`src/rtl/pe_pkg.sv`:
```
// Shared definitions for the butterfly processing element.
// Holds the per-sample mode encodings and the modular add/sub/halve helpers.
// Helpers operate on MAX_W-bit containers and take the modulus as an argument,
// so callers with any DATA_WIDTH below MAX_W cast in and truncate out.
package pe_pkg;

    localparam logic [1:0] MODE_CT   = 2'b00;
    localparam logic [1:0] MODE_GS   = 2'b01;
    localparam logic [1:0] MODE_DUAL = 2'b10;

    localparam int unsigned MAX_W = 32;

    // (a + b) mod q for a, b < q; one extra bit holds the carry.
    function automatic logic [MAX_W-1:0] modadd(input logic [MAX_W-1:0] a,
                                                input logic [MAX_W-1:0] b,
                                                input logic [MAX_W-1:0] q);
        logic [MAX_W:0] s;
        s = {1'b0, a} + {1'b0, b};
        if (s >= {1'b0, q}) begin
            s = s - {1'b0, q};
        end
        return s[MAX_W-1:0];
    endfunction

    // (a - b) mod q for a, b < q.
    function automatic logic [MAX_W-1:0] modsub(input logic [MAX_W-1:0] a,
                                                input logic [MAX_W-1:0] b,
                                                input logic [MAX_W-1:0] q);
        logic [MAX_W-1:0] d;
        if (a >= b) begin
            d = a - b;
        end else begin
            d = a + q - b;
        end
        return d;
    endfunction

    // x * 2^-1 mod q for odd q: odd x is made even by adding q first.
    function automatic logic [MAX_W-1:0] half(input logic [MAX_W-1:0] x,
                                              input logic [MAX_W-1:0] q);
        logic [MAX_W:0] s;
        if (x[0]) begin
            s = {1'b0, x} + {1'b0, q};
        end else begin
            s = {1'b0, x};
        end
        return s[MAX_W:1];
    endfunction

endpackage

```
`src/rtl/pe_modmul.sv`:
```
// Pipelined exact modular multiplier: p = (a * b) mod Q.
// Ports: clk, rst (async active-high), ce (stage enable), a/b operands (< Q),
// p result. The full 2*DATA_WIDTH product is registered and delayed through
// MUL_LAT stages; the reduction is applied to the last stage, so p is valid
// MUL_LAT enabled cycles after a/b are presented.
module pe_modmul #(
    parameter int unsigned DATA_WIDTH = 12,
    parameter int unsigned Q          = 3329,
    parameter int unsigned MUL_LAT    = 2
) (
    input  logic                  clk,
    input  logic                  rst,
    input  logic                  ce,
    input  logic [DATA_WIDTH-1:0] a,
    input  logic [DATA_WIDTH-1:0] b,
    output logic [DATA_WIDTH-1:0] p
);

    localparam int unsigned PW = 2 * DATA_WIDTH;

    logic [PW-1:0] prod_d [MUL_LAT];
    logic [PW-1:0] prod_q [MUL_LAT];

    always_comb begin
        prod_d[0] = PW'(a) * PW'(b);
        for (int i = 1; i < int'(MUL_LAT); i++) begin
            prod_d[i] = prod_q[i-1];
        end
    end

    always_ff @(posedge clk or posedge rst) begin
        if (rst) begin
            for (int i = 0; i < int'(MUL_LAT); i++) begin
                prod_q[i] <= '0;
            end
        end else if (ce) begin
            for (int i = 0; i < int'(MUL_LAT); i++) begin
                prod_q[i] <= prod_d[i];
            end
        end
    end

    assign p = DATA_WIDTH'(prod_q[MUL_LAT-1] % PW'(Q));

endmodule

```
`src/rtl/pe2_bf_pipe.sv`:
```
// Fully pipelined NTT butterfly element (CT / GS / dual-product per sample).
// Ports: clk, rst (async active-high), ce (global stage enable), in_valid,
// mode (00 CT, 01 GS, 10 DUAL, 11 -> CT), operands u, v, w1, w2 (all < Q);
// out_valid, bf_upper, bf_lower after MUL_LAT+2 enabled cycles in every mode.
// Optional macro PE2_BF_HALF_EN: GS results are multiplied by 2^-1 mod Q.
module pe2_bf_pipe
    import pe_pkg::*;
#(
    parameter int unsigned DATA_WIDTH = 12,
    parameter int unsigned Q          = 3329,
    parameter int unsigned MUL_LAT    = 2
) (
    input  logic                  clk,
    input  logic                  rst,
    input  logic                  ce,
    input  logic                  in_valid,
    input  logic [1:0]            mode,
    input  logic [DATA_WIDTH-1:0] u,
    input  logic [DATA_WIDTH-1:0] v,
    input  logic [DATA_WIDTH-1:0] w1,
    input  logic [DATA_WIDTH-1:0] w2,
    output logic                  out_valid,
    output logic [DATA_WIDTH-1:0] bf_upper,
    output logic [DATA_WIDTH-1:0] bf_lower
);

    localparam logic [MAX_W-1:0] QW = MAX_W'(Q);

    // S0 input register
    logic [DATA_WIDTH-1:0] u_d, u_q, v_d, v_q, w1_d, w1_q, w2_d, w2_q;
    logic [1:0]            mode_d, mode_q;
    logic                  vld_d, vld_q;

    // Side path matching the multiplier depth: carries the non-multiplied
    // operand (u for CT, u+v for GS), the mode and the valid bit.
    logic [DATA_WIDTH-1:0] dly_d [MUL_LAT];
    logic [DATA_WIDTH-1:0] dly_q [MUL_LAT];
    logic [1:0]            dmode_d [MUL_LAT];
    logic [1:0]            dmode_q [MUL_LAT];
    logic                  dvld_d [MUL_LAT];
    logic                  dvld_q [MUL_LAT];

    logic [DATA_WIDTH-1:0] mul1_a, p1, p2;

    // Output register
    logic [DATA_WIDTH-1:0] upper_d, upper_q, lower_d, lower_q;
    logic                  ovld_d, ovld_q;

    always_comb begin
        u_d    = u;
        v_d    = v;
        w1_d   = w1;
        w2_d   = w2;
        vld_d  = in_valid;
        // Reserved encoding is folded into CT so later stages see three modes.
        mode_d = (mode == MODE_GS || mode == MODE_DUAL) ? mode : MODE_CT;
    end

    // S0 output: select multiplier-1 operand and the side-path value.
    always_comb begin
        unique case (mode_q)
            MODE_GS:   mul1_a = DATA_WIDTH'(modsub(MAX_W'(u_q), MAX_W'(v_q), QW));
            MODE_DUAL: mul1_a = u_q;
            default:   mul1_a = v_q;
        endcase
        if (mode_q == MODE_GS) begin
            dly_d[0] = DATA_WIDTH'(modadd(MAX_W'(u_q), MAX_W'(v_q), QW));
        end else begin
            dly_d[0] = u_q;
        end
        dmode_d[0] = mode_q;
        dvld_d[0]  = vld_q;
        for (int i = 1; i < int'(MUL_LAT); i++) begin
            dly_d[i]   = dly_q[i-1];
            dmode_d[i] = dmode_q[i-1];
            dvld_d[i]  = dvld_q[i-1];
        end
    end

    pe_modmul #(
        .DATA_WIDTH (DATA_WIDTH),
        .Q          (Q),
        .MUL_LAT    (MUL_LAT)
    ) u_mul1 (
        .clk (clk),
        .rst (rst),
        .ce  (ce),
        .a   (mul1_a),
        .b   (w1_q),
        .p   (p1)
    );

    pe_modmul #(
        .DATA_WIDTH (DATA_WIDTH),
        .Q          (Q),
        .MUL_LAT    (MUL_LAT)
    ) u_mul2 (
        .clk (clk),
        .rst (rst),
        .ce  (ce),
        .a   (v_q),
        .b   (w2_q),
        .p   (p2)
    );

    // Final combine at the tail of the multiplier pipeline.
    always_comb begin
        logic [DATA_WIDTH-1:0] d;
        d      = dly_q[MUL_LAT-1];
        ovld_d = dvld_q[MUL_LAT-1];
        unique case (dmode_q[MUL_LAT-1])
            MODE_GS: begin
`ifdef PE2_BF_HALF_EN
                upper_d = DATA_WIDTH'(half(MAX_W'(d), QW));
                lower_d = DATA_WIDTH'(half(MAX_W'(p1), QW));
`else
                upper_d = d;
                lower_d = p1;
`endif
            end
            MODE_DUAL: begin
                upper_d = DATA_WIDTH'(modsub(MAX_W'(p1), MAX_W'(p2), QW));
                lower_d = DATA_WIDTH'(modadd(MAX_W'(p1), MAX_W'(p2), QW));
            end
            default: begin
                upper_d = DATA_WIDTH'(modadd(MAX_W'(d), MAX_W'(p1), QW));
                lower_d = DATA_WIDTH'(modsub(MAX_W'(d), MAX_W'(p1), QW));
            end
        endcase
    end

    always_ff @(posedge clk or posedge rst) begin
        if (rst) begin
            u_q     <= '0;
            v_q     <= '0;
            w1_q    <= '0;
            w2_q    <= '0;
            mode_q  <= '0;
            vld_q   <= 1'b0;
            for (int i = 0; i < int'(MUL_LAT); i++) begin
                dly_q[i]   <= '0;
                dmode_q[i] <= '0;
                dvld_q[i]  <= 1'b0;
            end
            upper_q <= '0;
            lower_q <= '0;
            ovld_q  <= 1'b0;
        end else if (ce) begin
            u_q     <= u_d;
            v_q     <= v_d;
            w1_q    <= w1_d;
            w2_q    <= w2_d;
            mode_q  <= mode_d;
            vld_q   <= vld_d;
            for (int i = 0; i < int'(MUL_LAT); i++) begin
                dly_q[i]   <= dly_d[i];
                dmode_q[i] <= dmode_d[i];
                dvld_q[i]  <= dvld_d[i];
            end
            upper_q <= upper_d;
            lower_q <= lower_d;
            ovld_q  <= ovld_d;
        end
    end

    assign out_valid = ovld_q;
    assign bf_upper  = upper_q;
    assign bf_lower  = lower_q;

endmodule

```
`config.mk`:
```
export PLATFORM = sky130hd
export DESIGN_NAME = pe2_bf_pipe
export DESIGN_NICKNAME = d
export VERILOG_FILES = /design/src/rtl/pe_pkg.sv /design/src/rtl/pe_modmul.sv /design/src/rtl/pe2_bf_pipe.sv
export SDC_FILE = /design/constraint.sdc
export NUM_CORES = 2
export LEC_CHECK = 0
export CAP_MARGIN = 20
export CORE_ASPECT_RATIO = 0.5
export CORE_UTILIZATION = 66
export DETAILED_ROUTE_END_ITERATION = 12
export PLACE_DENSITY = 0.91
export SYNTH_ARGS = -nofsm -noshare
export SYNTH_HDL_FRONTEND = slang
export SYNTH_HIERARCHICAL = 1
export SYNTH_SLANG_ARGS = --single-unit
```
`constraint.sdc`:
```
create_clock -name clk -period 24 [get_ports clk]
set_clock_uncertainty 0.1 [all_clocks]
set_input_delay 3.6 -clock clk [delete_from_list [all_inputs] [get_ports clk]]
set_output_delay 3.6 -clock clk [all_outputs]
set_load 0.05 [all_outputs]
```
==> load_flow_metrics.sql <==
INSERT INTO impl_metrics (metric_group, metric, value, unit) VALUES
('cts', 'largest_buffer_count_on_any_clock_path', '3', ''),
('critical_path', 'cp_num_buf_inv', '2', ''),
('hold_path', 'hold_path_end', 'bf_upper[9]', ''),
('critical_path', 'critPathArrivalTime', '20.39', 'ns'),
('synth', 'post_synth.cell_area_avg', '8.13', 'sq um'),
('critical_path', 'critical_path.reg2reg.startpoint', 'u_mul1/prod_q[23]', ''),
('critical_path', 'worst_setup_path_end_kind', 'register', ''),
('sta', 'rsz0062_at_grt', 'false', ''),
('synth', 'synth_warnings', '6', ''),
('critical_path', 'start_kind', 'register', ''),
('drt', 'met3_routed_wirelength', '7850', 'microns'),
('layout', 'synthToLayoutAreaGrowth', '5.06', '%'),
('cts', 'post-cts-setup-buffers', '0', ''),
('critical_path', 'critPathKind', 'register to register', ''),
('synth', 'yosys-top-cells-area', 'dfrtp_1 (14%), fa_1 (13%), ha_1 (8.7%)', ''),
('cts', 'cts_num_sinks', '202', ''),
('drt', 'drt-vias-per-instance', '6.73', ''),
('floorplan', 'dieWidth', '336', 'microns'),
('placed_design', 'gp_congestion', '1.03', ''),
('drt', 'wl_met1', '42600', 'microns'),
('cts', 'cts-buffers-inserted', '23', ''),
('layout', 'net_count_final', '4976', ''),
('placed_design', 'placed_area', '37700', 'sq um'),
('hold_path', 'timing.hold.worst.class', 'register to register', ''),
('run_status', 'run_status', 'complete, no violations', ''),
('synth', 'synth.distinct_cells', '154', ''),
('hold_path', 'worstHoldPathCells', '2', ''),
('sta', 'timing_hold_violations_final', '0', ''),
('floorplan', 'placeableCoreArea', '54400', 'sq um'),
('global_routing', 'vias_in_the_first_global_route', '34580', ''),
('synth', 'synth-edff-count', '0', ''),
('critical_path', 'cp_common_cell', 'xnor2_1', ''),
('critical_path', 'timing.critical_path.max_delay_family', 'compound AO/OA/AOI/OAI gates', ''),
('critical_path', 'r2r_setup_slk', '3.94', 'ns'),
('placed_design', 'place_inst', '5152', ''),
('sta', 'final_min_period_over_clock_period', '83.6', '%'),
('global_routing', 'grt_start_max_net_pins', '100', ''),
('layout', 'mostFrequentLayoutCells', 'nand2_1 (491), inv_1 (419), nor2_1 (257), ha_1 (256), fa_1 (230)', ''),
('global_routing', 'grt_overflow_total', '0', ''),
('cts', 'cts_max_level', '1', ''),
('placed_design', 'port-buffer-count', '78', ''),
('run', 'max-cap-violations', '0', ''),
('drt', 'drc_violations_left', '0', ''),
('critical_path', 'critical_path_required', '24.33', 'ns'),
('sta', 'max-slew-margin-rel', '24.8', '%'),
('synth', 'post_synth_inst_count', '4516', ''),
('drt', 'avgRoutedWirePerCell', '20.1', 'microns'),
('drt', 'top_signal_layer_used', 'met4', ''),
('sta', 'finalMaxSlewViolations', '0', ''),
('layout', 'insertedDiodeCount', '0', ''),
('critical_path', 'cpPeakStageDelay', '0.86', 'ns'),
('drt', 'wirelength', '104000', 'microns'),
('global_routing', 'grt_use_total', '36.7', '%'),
('sta', 'finalWorstPathRequiredPeriod', '20.06', 'ns'),
('drt', 'drtIter0Drc', '3653', ''),
('critical_path', 'cp_slowest_cell', 'a2bb2oi_1', ''),
('layout', 'finished_layout_cell_area', '38600', 'sq um'),
('cts', 'worstSkewPairLatency', '0.55', 'ns'),
('floorplan', 'floorplan.die.height', '169', 'microns'),
('sta', 'totalNegativeSetupSlack', '0', 'ns'),
('hold_path', 'min-delay-start', 'bf_upper[9]', ''),
('sta', 'fmax', '49.8', 'MHz'),
('layout', 'number_of_filler_cells_placed_in_the_layout', '4157', ''),
('drt', 'routed-via-count', '34937', ''),
('sta', 'setup_viol_count_final', '0', ''),
('critical_path', 'crit_path_max_fanout', '20', ''),
('cts', 'tritoncts', 'built', ''),
('floorplan', 'io_pins', '79', ''),
('critical_path', 'ff2ff_path_depth', '56', ''),
('synth', 'synth_area', '36700', 'sq um'),
('synth', 'synthesis.nets', '5056', '');
[worst reg2reg max path: cells and delay by family (launching register included)]
family                   cells  cell delay [ns]
AO/OA/AOI/OAI               27             8.94
XOR/XNOR                     4             1.69
adder cells (fa/ha/maj)      3             1.00
buffers and inverters        2             0.42
flip-flops                   1             0.68
multiplexers                 3             1.09
AND/OR/NAND/NOR             17             6.04
[Yosys cell counts, types with 124 or more instances]
library cell    n
and2_1        134
xnor2_1       193
nor2_1        257
clkbuf_1      160
mux2_2        124
a21oi_1       222
fa_1          230
ha_1          256
o21ai_0       216
nand2_1       491
inv_1         422
dfrtp_1       202
[worst max-delay path by stage]
stage | from | endpoint | slack (ns) | depth (start not counted)
CTS | u_mul1/prod_q[23] | bf_upper[7] | 4.37 | 56
finish | u_mul1/prod_q[23] | bf_upper[7] | 3.94 | 56
floorplan | u_mul1/prod_q[12] | bf_upper[7] | 7.25 | 63
detailed placement | u_mul1/prod_q[23] | bf_upper[7] | 4.44 | 56
global route | u_mul1/prod_q[23] | bf_upper[7] | 2.54 | 55
global placement | u_mul1/prod_q[12] | bf_upper[7] | 4.93 | 56
[per-stage QoR]
step / worst slack (ns) / hold WS, ns / utilization [%]
floorplan: 7.25 / 0.349 / -
global placement: 4.93 / 0.359 / 69.4
detailed placement: 4.44 / 0.372 / 69.4
CTS: 4.37 / 0.385 / 70.9
global route: 2.54 / 0.406 / 71.0
finish: 3.94 / 0.384 / 71.0
[logic make-up (layout without fill, tap and decap cells)]
| kind of cell | count (synthesis) | after routing | synth area share [%] |
|---|---|---|---|
| flops | 202 | 202 | 13.8 |
| compound gates | 1209 | 1209 | 24.5 |
| simple gates | 1536 | 1536 | 21.7 |
| fa+ha+maj | 487 | 487 | 21.3 |
| mux | 176 | 176 | 5.28 |
| buf+inv | 636 | 570 | 6.80 |
| xor+xnor | 270 | 270 | 6.70 |
[layer usage]
layer | up-vias | global-route usage, %
met5 | - | 0
met4 | 0 | 13.1
met3 | 298 | 4.51
met2 | 1671 | 63.7
met1 | 16954 | 47.1
li1 | 16014 | -
[flip-flops by register name (all words and copies together) (netlist names), 24 cells and up]
register	flops
u_mul1/prod_d	24
u_mul1/prod_q	24
u_mul2/prod_d	24
u_mul2/prod_q	24
[area by class of cell]
cell class                 instances  area [sq um]  area share, %
tap                              744           931           2.41
clock buffer                      31           656           1.70
timing repair buffer             108          1020           2.65
clock inverter                     8           149          0.386
inverter                         423          1590           4.12
multi-input combinational       3678         29200           75.6
sequential                       202          5050           13.1
Power is not shown: default switching activity piles up to over one toggle a cycle in this logic, so the estimate is an artifact.
